## config.mk

```make
export PLATFORM = sky130hd
export DESIGN_NAME = sgmii_autoneg_flat
export DESIGN_NICKNAME = d
export VERILOG_FILES = /design/src/rtl/sgmii_autoneg_if.sv /design/src/rtl/sgmii_autoneg.sv /design/src/flat_wrapper.sv
export SDC_FILE = /design/constraint.sdc
export NUM_CORES = 1
export LEC_CHECK = 0
export ABC_AREA = 1
export BUFFER_PORTS_ARGS = -buffer_cell sky130_fd_sc_hd__buf_2
export CELL_PAD_IN_SITES_DETAIL_PLACEMENT = 1
export CELL_PAD_IN_SITES_GLOBAL_PLACEMENT = 1
export CORE_MARGIN = 8
export CORE_UTILIZATION = 40
export CTS_CLUSTER_DIAMETER = 40
export DETAILED_ROUTE_END_ITERATION = 10
export MAX_ROUTING_LAYER = met4
export PLACE_DENSITY = 0.77
export REMOVE_ABC_BUFFERS = 1
export SETUP_SLACK_MARGIN = 0.4
export SLEW_MARGIN = 20
export SYNTH_ARGS = -nofsm -noshare
export SYNTH_HDL_FRONTEND = slang
export SYNTH_SLANG_ARGS = --single-unit
```

## constraint.sdc

```tcl
create_clock -name clk_125mhz -period 4.3 [get_ports clk_125mhz]
set_input_delay 0.645 -clock clk_125mhz [delete_from_list [all_inputs] [get_ports clk_125mhz]]
set_output_delay 0.645 -clock clk_125mhz [all_outputs]
set_load 0.03 [all_outputs]
```

## src/rtl/sgmii_autoneg_if.sv

```systemverilog
// rtl/sgmii_autoneg_if.sv - config ordered-set receive/transmit bundle for sgmii_autoneg
//
// Purpose: groups the code-group-layer side of the auto-negotiation engine.
// Ports (members):
//   rx_cfg_valid  one pulse per received /C/ ordered set
//   rx_cfg_word   received config word, valid with rx_cfg_valid
//   rx_idle       one pulse per received /I/ ordered set
//   tx_cfg_en     1 = transmit /C/ carrying tx_cfg_word
//   tx_cfg_word   config word to transmit
// master = code-group layer, slave = negotiation engine.

interface sgmii_autoneg_if;
    logic        rx_cfg_valid;
    logic [15:0] rx_cfg_word;
    logic        rx_idle;
    logic        tx_cfg_en;
    logic [15:0] tx_cfg_word;

    modport master (
        output rx_cfg_valid,
        output rx_cfg_word,
        output rx_idle,
        input  tx_cfg_en,
        input  tx_cfg_word
    );

    modport slave (
        input  rx_cfg_valid,
        input  rx_cfg_word,
        input  rx_idle,
        output tx_cfg_en,
        output tx_cfg_word
    );
endinterface

```

## src/rtl/sgmii_autoneg.sv

```systemverilog
// rtl/sgmii_autoneg.sv - Clause 37 / SGMII auto-negotiation engine
//
// Purpose: drives the /C/ ordered-set transmitter, matches received config
// words, and reports partner ability, speed and duplex to the MAC.
// Ports:
//   clk_125mhz        sole clock
//   rst_n             asynchronous active-low reset
//   an_enable         1 = negotiate, 0 = bypass straight to link up
//   restart_an        single-cycle restart request
//   rx_sync           code-group sync acquired
//   an_if             rx config/idle events in, tx config word out
//   autoneg_complete  link up, negotiation resolved
//   config_reg        captured partner word
//   link_speed        00 = 10M, 01 = 100M, 10 = 1000M
//   link_duplex       1 = full duplex

module sgmii_autoneg #(
    parameter int unsigned LINK_TIMER = 200000,
    parameter int unsigned MATCH_CNT  = 3,
    parameter int          MODE       = 1,
    parameter logic [15:0] TX_CONFIG  = 16'h0001
) (
    input  logic                  clk_125mhz,
    input  logic                  rst_n,
    input  logic                  an_enable,
    input  logic                  restart_an,
    input  logic                  rx_sync,
    sgmii_autoneg_if.slave        an_if,
    output logic                  autoneg_complete,
    output logic [15:0]           config_reg,
    output logic [1:0]            link_speed,
    output logic                  link_duplex
);

    localparam int TW = $clog2(LINK_TIMER + 1);
    localparam int CW = $clog2(MATCH_CNT + 1);

    localparam logic [TW-1:0] TIMER_LAST = TW'(LINK_TIMER - 1);
    localparam logic [CW-1:0] MATCH_MAX  = CW'(MATCH_CNT);
    localparam logic [CW-1:0] CNT_ONE    = CW'(1);
    localparam logic [15:0]   ACK_BIT    = 16'h4000;
    localparam logic [15:0]   TX_ABILITY = TX_CONFIG & ~ACK_BIT;
    localparam logic [15:0]   TX_ACK     = TX_CONFIG | ACK_BIT;

    typedef enum logic [2:0] {
        AN_RESTART,
        ABILITY_DETECT,
        ACK_DETECT,
        COMPLETE_ACK,
        IDLE_DETECT,
        LINK_OK
    } state_t;

    state_t         state;
    state_t         state_nxt;
    logic [TW-1:0]  timer;
    logic [CW-1:0]  cnt;
    logic [CW-1:0]  cnt_nxt;
    logic [CW-1:0]  cnt_plus;
    logic [15:0]    ability;
    logic [15:0]    ability_nxt;
    logic           restart;
    logic           bypass;
    logic           entry;
    logic           timer_done;
    logic           zero_word;
    logic           same_word;
    logic           tx_en_nxt;
    logic [15:0]    tx_word_nxt;

    function automatic logic [1:0] speed_of(input logic [15:0] w);
        if (MODE == 0) begin
            return 2'b10;
        end
        // 2'b11 is reserved in SGMII; treat it as gigabit.
        return (w[11:10] == 2'b11) ? 2'b10 : w[11:10];
    endfunction

    function automatic logic duplex_of(input logic [15:0] w);
        return (MODE == 0) ? w[5] : w[12];
    endfunction

    // timer_done is true on the edge that completes LINK_TIMER cycles in the state;
    // the timer then parks there so IDLE_DETECT can still see it expired.
    assign timer_done = (timer == TIMER_LAST);
    assign zero_word  = an_if.rx_cfg_valid && (an_if.rx_cfg_word == 16'h0000);
    assign same_word  = ((an_if.rx_cfg_word & ~ACK_BIT) == (ability & ~ACK_BIT));
    assign cnt_plus   = (cnt == MATCH_MAX) ? cnt : cnt + 1'b1;

    always_comb begin
        state_nxt   = state;
        cnt_nxt     = cnt;
        ability_nxt = ability;
        restart     = 1'b0;
        bypass      = 1'b0;

        if (!rx_sync || restart_an) begin
            state_nxt = AN_RESTART;
            restart   = 1'b1;
        end else if (!an_enable && state != LINK_OK) begin
            state_nxt = LINK_OK;
            bypass    = 1'b1;
        end else if (zero_word && state != AN_RESTART) begin
            state_nxt = AN_RESTART;
            restart   = 1'b1;
        end else begin
            case (state)
                AN_RESTART: begin
                    if (timer_done) begin
                        state_nxt = ABILITY_DETECT;
                    end
                end

                ABILITY_DETECT: begin
                    if (an_if.rx_cfg_valid) begin
                        // ability doubles as the candidate word being matched
                        ability_nxt = an_if.rx_cfg_word;
                        cnt_nxt     = (cnt != '0 && same_word) ? cnt_plus : CNT_ONE;
                        if (cnt_nxt == MATCH_MAX) begin
                            state_nxt = ACK_DETECT;
                        end
                    end
                end

                ACK_DETECT: begin
                    if (an_if.rx_cfg_valid) begin
                        if (!same_word) begin
                            state_nxt = AN_RESTART;
                        end else if (an_if.rx_cfg_word[14]) begin
                            ability_nxt = an_if.rx_cfg_word;
                            cnt_nxt     = cnt_plus;
                            if (cnt_plus == MATCH_MAX) begin
                                state_nxt = COMPLETE_ACK;
                            end
                        end
                    end
                end

                COMPLETE_ACK: begin
                    if (an_if.rx_cfg_valid && !same_word) begin
                        state_nxt = AN_RESTART;
                    end else begin
                        if (an_if.rx_cfg_valid) begin
                            ability_nxt = an_if.rx_cfg_word;
                        end
                        if (timer_done) begin
                            state_nxt = IDLE_DETECT;
                        end
                    end
                end

                IDLE_DETECT: begin
                    // a config word in the same cycle as an idle wins
                    if (an_if.rx_cfg_valid) begin
                        cnt_nxt = '0;
                    end else if (an_if.rx_idle) begin
                        cnt_nxt = cnt_plus;
                    end
                    if (timer_done && cnt_nxt == MATCH_MAX) begin
                        state_nxt = LINK_OK;
                    end
                end

                LINK_OK: begin
                end

                default: begin
                    state_nxt = AN_RESTART;
                end
            endcase
        end
    end

    // restart requests re-enter AN_RESTART even when already there
    assign entry = restart || (state_nxt != state);

    always_comb begin
        tx_en_nxt   = 1'b0;
        tx_word_nxt = 16'h0000;
        case (state_nxt)
            AN_RESTART: begin
                tx_en_nxt   = 1'b1;
                tx_word_nxt = 16'h0000;
            end
            ABILITY_DETECT: begin
                tx_en_nxt   = 1'b1;
                tx_word_nxt = TX_ABILITY;
            end
            ACK_DETECT, COMPLETE_ACK: begin
                tx_en_nxt   = 1'b1;
                tx_word_nxt = TX_ACK;
            end
            default: begin
                tx_en_nxt   = 1'b0;
                tx_word_nxt = 16'h0000;
            end
        endcase
    end

    always_ff @(posedge clk_125mhz or negedge rst_n) begin
        if (!rst_n) begin
            state             <= AN_RESTART;
            timer             <= '0;
            cnt               <= '0;
            ability           <= 16'h0000;
            an_if.tx_cfg_en   <= 1'b1;
            an_if.tx_cfg_word <= 16'h0000;
            autoneg_complete  <= 1'b0;
            config_reg        <= 16'h0000;
            link_speed        <= 2'b00;
            link_duplex       <= 1'b0;
        end else begin
            state   <= state_nxt;
            ability <= ability_nxt;

            if (entry) begin
                timer <= '0;
                cnt   <= '0;
            end else begin
                if (!timer_done) begin
                    timer <= timer + 1'b1;
                end
                cnt <= cnt_nxt;
            end

            an_if.tx_cfg_en   <= tx_en_nxt;
            an_if.tx_cfg_word <= tx_word_nxt;
            autoneg_complete  <= (state_nxt == LINK_OK);

            // status is loaded once on entry to LINK_OK and held afterwards
            if (bypass) begin
                config_reg  <= 16'h0000;
                link_speed  <= 2'b10;
                link_duplex <= 1'b1;
            end else if (state_nxt == LINK_OK && state != LINK_OK) begin
                config_reg  <= ability;
                link_speed  <= speed_of(ability);
                link_duplex <= duplex_of(ability);
            end
        end
    end

endmodule

```

## src/flat_wrapper.sv

```systemverilog
// flat-port wrapper written by rule: the top's interface ports become plain ports
module sgmii_autoneg_flat 
#(
    parameter int unsigned LINK_TIMER = 200000,
    parameter int unsigned MATCH_CNT  = 3,
    parameter int          MODE       = 1,
    parameter logic [15:0] TX_CONFIG  = 16'h0001
)
  (clk_125mhz, rst_n, an_enable, restart_an, rx_sync, autoneg_complete, config_reg, link_speed, link_duplex, an_if_rx_cfg_valid, an_if_rx_cfg_word, an_if_rx_idle, an_if_tx_cfg_en, an_if_tx_cfg_word);
  sgmii_autoneg_if an_if_i ();
  input  logic clk_125mhz;
  input  logic rst_n;
  input  logic an_enable;
  input  logic restart_an;
  input  logic rx_sync;
  output logic autoneg_complete;
  output logic [15:0] config_reg;
  output logic [1:0] link_speed;
  output logic link_duplex;
  input wire logic [$bits(an_if_i.rx_cfg_valid)-1:0] an_if_rx_cfg_valid;
  input wire logic [$bits(an_if_i.rx_cfg_word)-1:0] an_if_rx_cfg_word;
  input wire logic [$bits(an_if_i.rx_idle)-1:0] an_if_rx_idle;
  output wire logic [$bits(an_if_i.tx_cfg_en)-1:0] an_if_tx_cfg_en;
  output wire logic [$bits(an_if_i.tx_cfg_word)-1:0] an_if_tx_cfg_word;
  assign an_if_i.rx_cfg_valid = an_if_rx_cfg_valid;
  assign an_if_i.rx_cfg_word = an_if_rx_cfg_word;
  assign an_if_i.rx_idle = an_if_rx_idle;
  assign an_if_tx_cfg_en = an_if_i.tx_cfg_en;
  assign an_if_tx_cfg_word = an_if_i.tx_cfg_word;
  sgmii_autoneg #(.LINK_TIMER(LINK_TIMER), .MATCH_CNT(MATCH_CNT), .MODE(MODE), .TX_CONFIG(TX_CONFIG)) u_core (.clk_125mhz(clk_125mhz), .rst_n(rst_n), .an_enable(an_enable), .restart_an(restart_an), .rx_sync(rx_sync), .an_if(an_if_i), .autoneg_complete(autoneg_complete), .config_reg(config_reg), .link_speed(link_speed), .link_duplex(link_duplex));
endmodule
```

Word-level counts from Yosys, hierarchy flattened
Index checks and enable logic that the tools add are counted.
{"block": "word_totals", "register_bits": 75, "input_bits": 23, "out_inout_bits": 37, "elab_cells": 122}
{"block": "classes", "n_addsub": 2, "eq_ne": 30, "n_mux": 53, "n_bitwise": 3, "n_reduce_logical": 24}
{"operator": "16-bit two-way mux", "n": 7}
{"operator": "16-bit case mux with 3 select lines", "n": 1}
{"operator": "3-bit two-way mux", "n": 13}
{"operator": "2-bit two-way mux", "n": 19}
{"operator": "18-bit two-way mux", "n": 2}
{"operator": "15-bit case mux with 2 select lines", "n": 1}
{"operator": "18-bit by 1-bit adder with 18-bit output, second input constant", "n": 1}
{"operator": "18-bit == test, second input constant", "n": 1}
{"operator": "3-bit case mux with 6 select lines", "n": 1}
{"operator": "16-bit zero test", "n": 1}
{"operator": "8-bit AND reduction", "n": 2}
{"operator": "15-bit == test", "n": 1}
{"operator": "3-bit by 2-bit == test with 1-bit output, second input constant", "n": 4}
{"operator": "2-bit == test, second input constant", "n": 5}
{"operator": "2-bit by 1-bit != test with 1-bit output, second input constant", "n": 5}
{"operator": "3-bit == test, second input constant", "n": 3}
{"operator": "3-bit by 2-bit != test with 1-bit output, second input constant", "n": 3}
{"operator": "1-bit two-way mux", "n": 8}
{"operator": "1-bit logical AND", "n": 7}
{"operator": "3-bit by 1-bit == test with 1-bit output, second input constant", "n": 2}
{"operator": "3-bit zero test", "n": 2}
{"operator": "2-bit != test, second input constant", "n": 3}
{"operator": "2-bit case mux with 3 select lines", "n": 1}
{"operator": "3-bit nonzero test", "n": 2}
{"operator": "11 further kinds", "n": 17}

Logic depth before layout (Yosys ltp)
{"block": "logic_depth", "ltp_word": 19, "mapped_depth": 17, "depth_no_buf": 16}

Worst setup path after synthesis
OpenSTA, ideal clock, no wires.
{"block": "synth_timing", "path_type": "input to register", "start": "input port an_if_rx_cfg_word[10]", "end": "register u_core.link_speed[0]", "setup_time_ps": 119, "arrival_time_ps": 1891, "t_required_ps": 4181, "slack_ps": 2291, "cell_stages": 16, "path_buffers": 1, "path_cell_list": "inv_1 nand2_1 nand2_1 nor2_1 nand2_1 nor2_4 nand2_2 nand2_2 nand3_1 nand2_1 nand2_2 nand2_4 nand3_4 buf_6 nand2_1 o21ai_2"}
{"block": "synth_via", "elab_chain_cells": 13, "word_cells_on_any_way": 21, "classes_between": "eq/ne (3); mux (10); reduce/logical (8)"}
{"item": "start, declared", "line": "flat_wrapper.sv:21", "text": "input wire logic [$bits(an_if_i.rx_cfg_word)-1:0] an_if_rx_cfg_word;"}
{"item": "15-bit == test", "line": "sgmii_autoneg.sv:87", "text": "assign same_word = ((an_if.rx_cfg_word & ~ACK_BIT) == (ability & ~ACK_BIT));"}
{"item": "1-bit logical AND", "line": "sgmii_autoneg.sv:118", "text": "cnt_nxt = (cnt != '0 && same_word) ? cnt_plus : CNT_ONE;"}
{"item": "2-bit two-way mux", "line": "sgmii_autoneg.sv:118"}
{"item": "2-bit == test", "line": "sgmii_autoneg.sv:119", "text": "if (cnt_nxt == MATCH_MAX) begin"}
{"item": "3-bit two-way mux", "line": "sgmii_autoneg.sv:119"}
{"item": "3-bit two-way mux", "line": "sgmii_autoneg.sv:115", "text": "if (an_if.rx_cfg_valid) begin"}
{"item": "3-bit case mux with 6 select lines", "line": "sgmii_autoneg.sv:107", "text": "case (state)"}
{"item": "3-bit two-way mux (*)", "line": "sgmii_autoneg.sv:103", "text": "end else if (zero_word && state != AN_RESTART) begin"}
{"item": "3-bit two-way mux (*)", "line": "sgmii_autoneg.sv:100", "text": "end else if (!an_enable && state != LINK_OK) begin"}
{"item": "3-bit two-way mux (*)", "line": "sgmii_autoneg.sv:97", "text": "if (!rx_sync || restart_an) begin"}
{"item": "net u_core.state_nxt[0]", "line": "sgmii_autoneg.sv:55", "text": "state_t state_nxt;"}
{"item": "3-bit == test (*)", "line": "sgmii_autoneg.sv:235", "text": "end else if (state_nxt == LINK_OK && state != LINK_OK) begin"}
{"item": "1-bit logical AND (*)", "line": "sgmii_autoneg.sv:235"}
{"item": "2-bit nonzero test (no source line) (*)"}
{"item": "end signal, assigned", "line": "sgmii_autoneg.sv:237", "text": "link_speed <= speed_of(ability);"}
{"item": "end, declared", "line": "sgmii_autoneg.sv:31", "text": "output logic [1:0] link_speed,"}
Mark *: on every way through the listed nets, which the timed path passes. The rest lies on a longest branch.
A chain may end at the register's enable or synchronous reset.

Worst setup path after layout
{"block": "layout_timing", "start": "register u_core.timer[0]", "end": "register u_core.timer[12]"}
{"block": "layout_via", "elab_chain_cells": 10, "word_cells_on_any_way": 16, "classes_between": "add/sub (1); eq/ne (3); mux (10); reduce/logical (2)"}
{"item": "start, declared", "line": "sgmii_autoneg.sv:56", "text": "logic [TW-1:0] timer;"}
{"item": "start signal, assigned", "line": "sgmii_autoneg.sv:221", "text": "timer <= timer + 1'b1;"}
{"item": "18-bit == test (*)", "line": "sgmii_autoneg.sv:85", "text": "assign timer_done = (timer == TIMER_LAST);"}
{"item": "3-bit two-way mux / 1-bit logical AND (equally long branches)", "line": "sgmii_autoneg.sv:146, sgmii_autoneg.sv:159"}
{"item": "3-bit two-way mux (on tied branches)", "line": "sgmii_autoneg.sv:140, sgmii_autoneg.sv:159"}
{"item": "3-bit case mux with 6 select lines (*)", "line": "sgmii_autoneg.sv:107"}
{"item": "3-bit two-way mux (*)", "line": "sgmii_autoneg.sv:103"}
{"item": "3-bit two-way mux (*)", "line": "sgmii_autoneg.sv:100"}
{"item": "3-bit two-way mux (*)", "line": "sgmii_autoneg.sv:97"}
{"item": "net u_core.state_nxt[0]", "line": "sgmii_autoneg.sv:55"}
{"item": "3-bit != test (*)", "line": "sgmii_autoneg.sv:175", "text": "assign entry = restart || (state_nxt != state);"}
{"item": "1-bit logical OR (*)", "line": "sgmii_autoneg.sv:175"}
{"item": "2-bit by 1-bit != test with 1-bit output (no source line) / 18-bit two-way mux (equally long branches)"}
Mark *: on every way through the listed nets, which the timed path passes. The rest lies on a longest branch. The select of a mux whose other input is x is not followed.

==> impl_results.md <==
- Status: finished, final reports clean
- Area leader, netlist: dfrtp_1
- DR WL/cell: 14.20 µm
- CTS tree: done
- Critical path endpoint category: flop
- CP max stage cell: nand3_2
- Post-route insts no fill: 627
- # diodes: 0
- LEAKAGE: 2.056 nW
- Vias/cell: 4.847
- Die width: 110.9 µm
- Max-cap violations: 0
- HPWL Detailed: 6640 µm
- Post-synthesis sequential area ratio: 0.4314
- Core Rows: 34
- Hold Slack: 0.3259 ns
- Critical path, cell by cell: ha_1, nand2_1, inv_1, nand3_2, inv_2, nand3_2, nand2_1, nand2_1, nand3_1, nand2_1, nand2_2, nand2_4, nand2_1, nand3_2, nor2_2
- PortBufs: 45
- Setup Buffers After CTS: 0
- Fmax achieved: 382.5 MHz
- Final WS setup: 1.686 ns
- Post-route ant nets: 0
- Final Skew: 0.01493 ns
- Ys flop type: dfrtp_1
- Worst vdd ir: 0.1785 mV
- Worst-path fanout max: 20
- Top cell type's share of synthesized area: 0.4241
- Cell Area, Synth: 3600 µm²
- Startpoint types: flop
- Number of global-route vias before repair: 3329
- Max FFs per register: 18
- Syn avg cell area: 7.692 µm²
- Post-layout min period: 2.614 ns
- Largest net degree at the start of global routing: 37
- Drt total wl: 8903 µm
- Post-CTS Hold Fix Bufs: 0
- Share of flip-flops with an asynchronous set or reset: 1.000
- CTS resizes: 0
- Routability cong.: 0.8717
- CTS Buf Count: 9
- Placed cell count: 611
- DRT Pass-1 Iters: 4
- Gr usage total: 0.1568
- # clock sinks: 62
- Final Hold Fails: 0
- Relative slew slack: 0.4775
- Tightest Pin Transition: 0.7807 ns
- Pwr Density: 386.5 nW/µm²
- Cell count after synthesis: 468
- Die height: 110.9 µm
- Number of synthesized flops with an enable pin: 0
- Slowest stage delay, CP: 0.49 ns
- Commonest non-fill, non-tap cell in the layout: nand2_1
- Total congestion overflow: 0
- Area grow syn2layout: 13.03%
- Crit Path Class: flop to flop
- Yosys cell types: 37
- Worst-path clk slew: 0.08 ns
- Core Footprint: 8721 µm²
- Most frequent CP cell: nand2_1
- FILL cells: 1124
- Layout cells sized above 1: 0.2582
- First-pass GRT wire length: 15720 µm
- Clk_lat worst skew: 0.35 ns
- HP Class: primary input to async pin
- Root Driver: clkbuf_8
- Setup total negative slack: 0 ns
- Final period util: 0.6080
- FF+latch count, synth: 62
- Via count: 3039
- Iteration-0 DRC Markers: 86
- Initial Util: 0.4128
- RSZ-0062 raised after global routing: false
- Die area: 12290 µm²
- Setup WS pre-CTS: 1.518 ns
- Setup Viol. Count Final: 0
- H-Tree Depth: 3
- Commonest cells after routing, fill and taps aside: nand2_1, dfrtp_1, inv_1
- # IOs: 60
- Initial antenna violation count: 0
- Required time worst endpoint: 4.56 ns
- Final Max Slew Viols: 0
- Residual DRC count: 0
- Synth top area cells: dfrtp_1, nand2_1, inv_1, o21ai_2, nor2_2
- Fin nets: 538
- Ys Warns: 0
- Max Root-Sink Buffers: 2
- Worst EP arrival: 2.87 ns
## final cells by class
| class | count | area [µm²] | share of cell area |
|---|---|---|---|
| Clock inverter | 7 | 98.84 | 0.02429 |
| Multi-Input combinational cell | 330 | 1682 | 0.4133 |
| Clock buffer | 9 | 123.9 | 0.03044 |
| Inverter | 65 | 244.0 | 0.05996 |
| Timing Repair Buffer | 46 | 232.7 | 0.05720 |
| Sequential cell | 62 | 1553 | 0.3816 |
| Tap cell | 108 | 135.1 | 0.03321 |
## power by group
group / internal, mW / switching (mW) / total [mW] / leakage (nW)
Combinational: 0.0938 / 0.216 / 0.309 / 1.11
Clock: 0.328 / 0.250 / 0.578 / 0.109
Sequential: 0.640 / 0.0459 / 0.686 / 0.841
Total: 1.06 / 0.511 / 1.57 / 2.06
## worst max-delay path, delay by kind of cell (launching register included)
| family | cells | cell delay (ns) |
|---|---|---|
| adder cells (fa/ha/maj) | 1 | 0.18 |
| buffers and inverters | 2 | 0.21 |
| flip-flops | 1 | 0.41 |
| AND/OR/NAND/NOR | 12 | 1.72 |
## stage by stage
| stage | cell area, µm² | utilization | power (mW) |
|---|---|---|---|
| global placement | 3839 | 0.4402 | 0.9972 |
| global route | 4069 | 0.4666 | 1.663 |
| CTS | 4061 | 0.4657 | 1.599 |
| detailed placement | 3839 | 0.4402 | 1.011 |
| finish | 4069 | 0.4666 | 1.573 |
| floorplan | 3467 | - | 0.9092 |
## final timing paths
path / slack, ns / cells after the start / from / endpoint
worst min-delay path: 0.33 / 1 / rst_n / u_core.config_reg[1]$_DFFE_PN0P_
max in group asynchronous: 3.01 / 2 / rst_n / u_core.an_if.tx_cfg_en$_DFF_PN1_
worst max register to register: 1.69 / 15 / u_core.timer[0]$_DFFE_PN0P_ / u_core.timer[12]$_DFFE_PN0P_
min in group clk_125mhz: 0.48 / 2 / u_core.link_duplex$_DFFE_PN0P_ / u_core.link_duplex$_DFFE_PN0P_
worst min register to register: 0.48 / 2 / u_core.link_duplex$_DFFE_PN0P_ / u_core.link_duplex$_DFFE_PN0P_
worst max-delay path: 1.69 / 15 / u_core.timer[0]$_DFFE_PN0P_ / u_core.timer[12]$_DFFE_PN0P_
## metal layers
layer,vias up,global-route usage,share of wire
met3,11,0.03842,0.046
li1,1523,-,-
met4,0,0.06216,0.015
met5,-,-,0
met1,1454,0.1941,0.48
met2,51,0.2405,0.46
## cell usage after synthesis (2+ instances only)
cell type and number:
o21ai_0 10, xor2_1 8, buf_6 5, nor2_2 22, o21ai_1 17, clkbuf_1 2
nand3_2 4, nand2_1 139, nor2_1 30, nand4_1 10, dfrtp_1 61, mux2i_1 2
nand2_2 9, nor2_4 2, xnor2_1 3, inv_1 52, buf_4 14, o21ai_2 17
inv_2 13, nand3_1 17, nor4_1 2, buf_1 2, a21oi_1 8, nor3_1 6
## cells by family (layout without fill, tap and decap cells)
family / Yosys count / count (layout) / share of synthesized area
simple gates: 246 / 246 / 0.3146
other cells: 1 / 14 / 0.001042
mux: 2 / 2 / 0.005562
compound gates: 56 / 56 / 0.09906
fa+ha+maj: 1 / 1 / 0.003475
xor+xnor: 11 / 11 / 0.02677
buf+inv: 89 / 127 / 0.1182
flops: 62 / 62 / 0.4314
(Power assumes the default switching activity.)
